$ cat config.mk
export PLATFORM = sky130hd
export DESIGN_NAME = add
export DESIGN_NICKNAME = d
export VERILOG_FILES = /design/src/rtl/add_pkg.sv /design/src/rtl/add_cla4.sv /design/src/rtl/add.sv
export SDC_FILE = /design/constraint.sdc
export NUM_CORES = 1
export LEC_CHECK = 0
export CORE_MARGIN = 2
export CORE_UTILIZATION = 38
export CTS_CLUSTER_DIAMETER = 100
export CTS_CLUSTER_SIZE = 10
export DETAILED_ROUTE_END_ITERATION = 7
export PLACE_DENSITY = 0.75
export SYNTH_ARGS = -nofsm -noshare
export SYNTH_HDL_FRONTEND = slang
export SYNTH_SLANG_ARGS = --single-unit
$ cat constraint.sdc
create_clock -name clock -period 3.2 [get_ports clock]
set_input_delay 0.64 -clock clock [delete_from_list [all_inputs] [get_ports clock]]
set_output_delay 0.64 -clock clock [all_outputs]
set_load 0.03 [all_outputs]
$ cat src/rtl/add_pkg.sv
// Shared constants and carry-lookahead helpers for the registered add datapath.
package add_pkg;
  localparam int WIDTH_DEF  = 32;
  localparam int CLA_GROUP  = 4;
  localparam int NUM_GROUPS = WIDTH_DEF / CLA_GROUP;

  // Lookahead carries into positions 0..3 of a 4-wide generate/propagate slice.
  function automatic logic [3:0] cla_carry(input logic [3:0] g, input logic [3:0] p,
                                           input logic cin);
    logic [3:0] cy;
    cy[0] = cin;
    cy[1] = g[0] | (p[0] & cin);
    cy[2] = g[1] | (p[1] & g[0]) | (p[1] & p[0] & cin);
    cy[3] = g[2] | (p[2] & g[1]) | (p[2] & p[1] & g[0]) | (p[2] & p[1] & p[0] & cin);
    return cy;
  endfunction

  function automatic logic cla_gen(input logic [3:0] g, input logic [3:0] p);
    return g[3] | (p[3] & g[2]) | (p[3] & p[2] & g[1]) | (p[3] & p[2] & p[1] & g[0]);
  endfunction
endpackage

$ cat src/rtl/add_cla4.sv
// 4-bit carry-lookahead group: sum bits plus group generate/propagate.
module add_cla4
  import add_pkg::*;
(
  input  logic [CLA_GROUP-1:0] a,
  input  logic [CLA_GROUP-1:0] b,
  input  logic                 cin,
  output logic [CLA_GROUP-1:0] s,
  output logic                 G,
  output logic                 P
);
  logic [CLA_GROUP-1:0] g, p, cy;

  assign g  = a & b;
  assign p  = a ^ b;
  assign cy = cla_carry(g, p, cin);
  assign s  = p ^ cy;
  assign G  = cla_gen(g, p);
  assign P  = &p;
endmodule

$ cat src/rtl/add.sv
// Registered unsigned adder: 4-bit CLA groups, 4-group lookahead blocks, block carry chain.
module add
  import add_pkg::*;
#(
  parameter int WIDTH = WIDTH_DEF
) (
  input  logic             clock,
  input  logic             reset,
  input  logic [WIDTH-1:0] a,
  input  logic [WIDTH-1:0] b,
  output logic [WIDTH-1:0] sum,
  output logic             c
);
  localparam int NG = WIDTH / CLA_GROUP;
  localparam int NB = (NG + 3) / 4;

  logic [NG-1:0]     grp_g, grp_p;
  logic [NB*4-1:0]   gg, gp, gcin;
  logic [NB:0]       blk_cin;
  logic [WIDTH-1:0]  s_int;

  genvar gi, bi;
  generate
    for (gi = 0; gi < NG; gi++) begin : g_grp
      add_cla4 u_cla4 (
        .a   (a[gi*CLA_GROUP +: CLA_GROUP]),
        .b   (b[gi*CLA_GROUP +: CLA_GROUP]),
        .cin (gcin[gi]),
        .s   (s_int[gi*CLA_GROUP +: CLA_GROUP]),
        .G   (grp_g[gi]),
        .P   (grp_p[gi])
      );
    end
  endgenerate

  // Pad the group G/P vectors to whole 4-group blocks; pad groups never generate or propagate.
  always_comb begin
    gg = '0;
    gp = '0;
    gg[NG-1:0] = grp_g;
    gp[NG-1:0] = grp_p;
  end

  assign blk_cin[0] = 1'b0;

  generate
    for (bi = 0; bi < NB; bi++) begin : g_blk
      logic blk_g, blk_p;
      assign gcin[bi*4 +: 4] = cla_carry(gg[bi*4 +: 4], gp[bi*4 +: 4], blk_cin[bi]);
      assign blk_g           = cla_gen(gg[bi*4 +: 4], gp[bi*4 +: 4]);
      assign blk_p           = &gp[bi*4 +: 4];
      assign blk_cin[bi+1]   = blk_g | (blk_p & blk_cin[bi]);
    end
  endgenerate

  always_ff @(posedge clock) begin
    if (reset) begin
      sum <= '0;
      c   <= 1'b0;
    end else begin
      sum <= s_int;
      c   <= blk_cin[NB];
    end
  end
endmodule

==> results of run 1 <==
repair_timing:
action                                  in CTS  in global routing
buffers inserted                             3                  5
hold buffers                                 0                  0
gates cloned                                 0                  0
resized for setup                           11                  7
endpoints found under the setup margin       9                 10
pin swaps                                    8                  9
metrics by stage:
step                area (um2)  worst slack (ns)  util, %  instances
finish                    3640             0.111     66.6        438
floorplan                 2130             0.158        -        222
CTS                       3580            0.0382     65.4        433
global route              3640           0.00631     66.6        438
global placement          3440            -0.299     62.9        422
detailed placement        3440            -0.394     62.9        422
power groups by stage:
stage          Sequential (mW)  Clock [mW]  Combinational, mW
6_report                 0.480       0.299              0.668
5_1_grt                  0.485       0.332              0.726
4_1_cts                  0.480       0.313              0.660
3_5_place_dp             0.489           0              0.642
3_3_place_gp             0.489           0              0.632
2_1_floorplan            0.603           0              0.234
sequential cells by signal, indices dropped and copies added (netlist names):
name / count
c: 1
sum: 32
final cells by class:
type	instances	area, um2	area share (%)
Timing Repair Buffer	140	1310	35.9
Clock buffer	6	72.6	1.99
Clock inverter	2	10.0	0.275
Sequential cell	33	661	18.1
Tap cell	72	90.1	2.47
Inverter	10	37.5	1.03
Multi-Input combinational cell	175	1460	40.2
how the worst max path moves through the flow:
stage	endpoint
final	sum[28]
after global routing	sum[28]
after CTS	sum[28]
after detailed placement	sum[26]
after global placement	sum[26]
after floorplan	sum[29]
layer usage:
layer	up-vias	track usage [%]	wire length, um
met1	940	21.0	2190
met5	-	0	0
met3	6	4.66	323
li1	1068	-	-
met4	0	3.97	50
met2	60	31.3	2600
critical path, stage by stage:
cell,delay (ns)
clkdlybuf4s50_1,0.41
ha_1,0.32
o21a_1,0.15
a21oi_2,0.19
inv_2,0.07
a22o_1,0.22
a221oi_4,0.34
o31ai_2,0.11
or2_1,0.23
fa_2,0.51
nor2b_1,0.11
cell families after synthesis:
group           Yosys count
compound gates           52
xor+xnor                 17
fa+ha+maj                40
buf+inv                  14
flops                    33
mux                       4
simple gates             62
cells in the final DEF (no fill, tap or decap), types with 4 or more instances in the layout:
master and count:
clkbuf_8 5, ha_1 31, a21o_1 9, nor2b_1 13, nor2_1 29, xnor2_1 12
clkdlybuf4s50_1 92, fa_1 7, nand4_1 4, dlymetal6s2s_1 4, a21oi_2 4, buf_4 41
inv_1 9, a21oi_1 11, nand2_1 7, dfxtp_1 33, o21a_1 4, xor2_1 4
==> results.yml, run 1 <==
timing:
  max_slew_margin_pct: 55.9
  drv_slew: 0
  worst_pin_slew_ns: 0.659
  tns_ns: 0
  whs_ns: 0.742
  finalCriticalPeriod_ns: 3.09
  timing.fmax_ghz: 0.324
  rsz0062_at_grt: "no"
  finalHoldViolations: 0
  finalSetupViolCount: 0
  timing.final.crit_share_pct: 96.5
pwr:
  p_sw_share_pct: 33.0
  seqPwrFrac_pct: 33.2
  pwr-share-comb_pct: 46.2
  power_mw: 1.45
  vdd_drop_max_v: 0.000225
  pwr-share-clk_pct: 20.6
  internal_power_uw: 969
  power.density_nw_per_um2: 397
  leakagePower_nw: 1.65
  p_switching_uw: 478
floorplanning:
  dieWidth_um: 78.9
  num_rows: 27
  core_um2: 5470
  fp.dieArea_um2: 6220
  initial_core_util_pct: 38.9
  num_io_pins: 99
  fp.dieH_um: 78.9
logic_synthesis:
  netlist.area_leader.share_pct: 31.0
  synth-edff-count: 0
  synth_most_common_cell: "dfxtp_1"
  synth_ff_type: "dfxtp_1"
  syn_avg_cell_area_um2: 9.60
  synthTopCellsByCount: "dfxtp_1, ha_1, nor2_1"
  synth_compound_area_share_pct: 17.5
  ys_seq_area_share_pct: 31.0
  yosys-mux-area-fraction_pct: 2.06
  synthArstFlopShare_pct: 0
  yosys.area_share.simple_pct: 13.7
  syn_nets: 328
  syn_area_um2: 2130
  netlist_top_cells_area: "dfxtp_1, ha_1, fa_1"
  yosysUniqueCellTypes: 37
  synthAdderAreaFrac_pct: 26.3
  syn_inst: 222
  ys_seq_elements: 33
  yosys.area.top_type: "dfxtp_1"
  synth_xor_area_share_pct: 6.99
  synth_top_family_by_area: "adder cells"
  yosys_warnings: 0
finish:
  drive_above_1_share_pct: 17.5
  fill_cells: 435
  area_growth_pct: 70.9
  diodes: 0
  final_nets: 471
global_route:
  grt_use_total_pct: 17.5
  grt_start_max_net_pins: 19
  overflow: 0
  grt_pass1_vias: 2063
  grt_pass1_wl_um: 8780
  antenna_found_initial: 0
route:
  final_antenna_net_count: 0
  dr.first_iter.drc_count: 34
  firstDrtPassIters: 4
  vias: 2074
  viasPerCell: 4.74
  drc_errors: 0
  drt_wl_total_um: 5160
  avgRoutedWirePerCell_um: 11.8
critical_path:
  cp-end-kind: "flip-flop"
  cp-startpoint: "a[3]"
  critPathRequiredTime_ns: 3.42
  path_class: "in2reg"
  arrival_ns: 3.31
  crit_fanout: 3
  critical_path.startpoint_type: "primary input"
worst_hold_path:
  min_to: "sum[0]"
  hp-start: "a[0]"
  whs_path_depth: 3
  holdCritPathClass: "in2reg"
place:
  portBuffers: 98
  place_congestion: 0.818
  dp_hpwl_um: 4260
clock_network:
  clk_pin_slew_worst_paths_ns: 0.07
  cts.sinks: 33
  cts-root-buf: "clkbuf_8"
  cts_tree: "yes"
  cts_buffer_depth: 2
  htree_levels: 2
  cts_buffers: 5
outcome:
  status: "complete, no violations"
flow_run:
  drv_cap: 0
No activity file was read; power rests on OpenSTA's default activity.
==> run 2, diff against run 1 <==
--- a/config.mk
+++ b/config.mk
@@ -5,7 +5,7 @@
 export SDC_FILE = /design/constraint.sdc
 export NUM_CORES = 1
 export LEC_CHECK = 0
-export CORE_MARGIN = 2
+export CORE_MARGIN = 1.5
 export CORE_UTILIZATION = 38
 export CTS_CLUSTER_DIAMETER = 100
 export CTS_CLUSTER_SIZE = 10
==> results.yml, run 2 (synthesized netlist as in run 1, its figures left out) <==
outcome:
  status: "complete, no violations"
route:
  dr_wl_met2_um: 2710
  avgRoutedWirePerCell_um: 12.1
  firstDrtPassIters: 4
  final_antenna_net_count: 0
  viasPerCell: 4.79
  wl_met3_um: 341
  topRoutingLayerUsed: "met4"
  met1Wirelength_um: 2120
  dr.first_iter.drc_count: 36
  drc_errors: 0
  drt_wl_total_um: 5210
  vias: 2070
finish:
  layout_common_cells: "clkdlybuf4s50_1, buf_4, dfxtp_1, ha_1, nor2_1"
  largest_reg_flops: 32
  fill_cells: 484
  top_register: "sum"
  area_growth_pct: 68.6
  layout_commonest_cell: "clkdlybuf4s50_1"
  reg_top3: "sum (32), c (1)"
  final_area_um2: 3590
  final_nets: 465
  drive_above_1_share_pct: 16.1
  stdcell_count: 432
  diodes: 0
timing:
  fin_ws_ns: 0.0879
  worst_pin_slew_ns: 0.537
  timing.final.crit_share_pct: 97.3
  tns_ns: 0
  finalHoldViolations: 0
  finalSetupViolCount: 0
  whs_ns: 0.938
  drv_slew: 0
  rsz0062_at_grt: "yes"
  max_slew_margin_pct: 64.1
  timing.fmax_ghz: 0.321
  finalCriticalPeriod_ns: 3.11
critical_path:
  crit_fanout: 4
  worstPathCellList: "clkdlybuf4s50_1 > ha_1 > o21a_1 > a21oi_2 > inv_2 > a22o_1 > a221oi_4 > buf_6 > o21bai_2 > a21o_1 > a21oi_2 > mux2_4"
  cp-startpoint: "b[2]"
  critPathRequiredTime_ns: 3.37
  critical_path.startpoint_type: "primary input"
  cpMostUsedCell: "a21oi_2"
  crit_slowest_cell: "clkdlybuf4s50_1"
  arrival_ns: 3.28
  max_stage_delay_ns: 0.40
  critical_path_buf_inv_count: 3
  path_delay_family: "compound AO/OA/AOI/OAI gates"
  path_class: "in2reg"
  cp-end-kind: "flip-flop"
worst_hold_path:
  hp-start: "b[1]"
  holdCritPathClass: "in2reg"
pwr:
  vdd_drop_max_v: 0.000285
  leakagePower_nw: 1.58
  power.density_nw_per_um2: 401
global_route:
  grt_pass1_vias: 2153
  grt_start_max_net_pins: 17
  antenna_found_initial: 0
  grt_pass1_wl_um: 8930
  overflow: 0
  grt_use_total_pct: 18.2
floorplanning:
  fp.dieH_um: 77.9
  fp.dieArea_um2: 6070
  num_io_pins: 99
  initial_core_util_pct: 38.9
  dieWidth_um: 77.9
  num_rows: 27
  core_um2: 5470
clock_network:
  clk_pin_slew_worst_paths_ns: 0.07
  cts_buffer_depth: 2
  cts_buffers: 5
  cts.sinks: 33
  htree_levels: 2
  cts_tree: "yes"
  cts-root-buf: "clkbuf_8"
place:
  place_ws_ns: -0.396
  placed_cell_area_um2: 3420
  portBuffers: 98
  dp_hpwl_um: 4270
  place_congestion: 0.816
  place_inst: 419
flow_run:
  drv_cap: 0
-- run 2: cell count changes in the layout (fill, tap and decap cells not counted), sizes merged --
cell           delta
buf               -6
clkdlybuf4s50     +4
dlymetal6s2s      -4
-- run 2: area by class of cell --
cell class	instances	area, um2	area share, %
Clock inverter	2	10.0	0.279
Inverter	10	37.5	1.04
Multi-Input combinational cell	175	1470	40.9
Sequential cell	33	661	18.4
Tap cell	72	90.1	2.51
Timing Repair Buffer	134	1250	34.9
Clock buffer	6	72.6	2.02
-- run 2: metrics by stage --
| stage | power, mW | util (%) |
|---|---|---|
| detailed placement | 1.13 | 62.5 |
| global placement | 1.12 | 62.5 |
| global route | 1.54 | 65.7 |
| CTS | 1.44 | 64.6 |
| floorplan | 0.837 | - |
| finish | 1.44 | 65.7 |
-- run 2: final timing paths --
check	to	slack, ns	cells past startpoint
max	sum[22]	0.09	12
min	sum[1]	0.94	3
-- run 2: repair_timing --
action / in CTS / in global routing
setup endpoints to repair: 7 / 11
gates resized for setup: 8 / 8
setup buffers: 2 / 3
pin swaps: 8 / 5
hold buffers: 0 / 0
-- run 2: power by group --
part / internal (mW) / switching [mW]
Combinational: 0.345 / 0.318
Clock: 0.151 / 0.148
Sequential: 0.467 / 0.0143
-- run 2: layer usage --
metal,vias up,global-route usage [%]
li1,1051,-
met1,956,20.5
met2,59,33.7
met3,4,5.29
met4,0,3.82
met5,-,0
-- run 2: worst min-delay path, delay by kind of cell --
kind | cells | cell delay (ns)
adders and majority gates | 1 | 0.18
buffers and inverters | 1 | 0.25
and+or+nand+nor | 1 | 0.11
==> run 3, diff against run 2 <==
--- a/config.mk
+++ b/config.mk
@@ -11,6 +11,7 @@
 export CTS_CLUSTER_SIZE = 10
 export DETAILED_ROUTE_END_ITERATION = 7
 export PLACE_DENSITY = 0.75
+export SLEW_MARGIN = 0
 export SYNTH_ARGS = -nofsm -noshare
 export SYNTH_HDL_FRONTEND = slang
 export SYNTH_SLANG_ARGS = --single-unit
==> results of run 3 <==
Same layout as run 2: the final DEF is identical, and so are final timing and power.
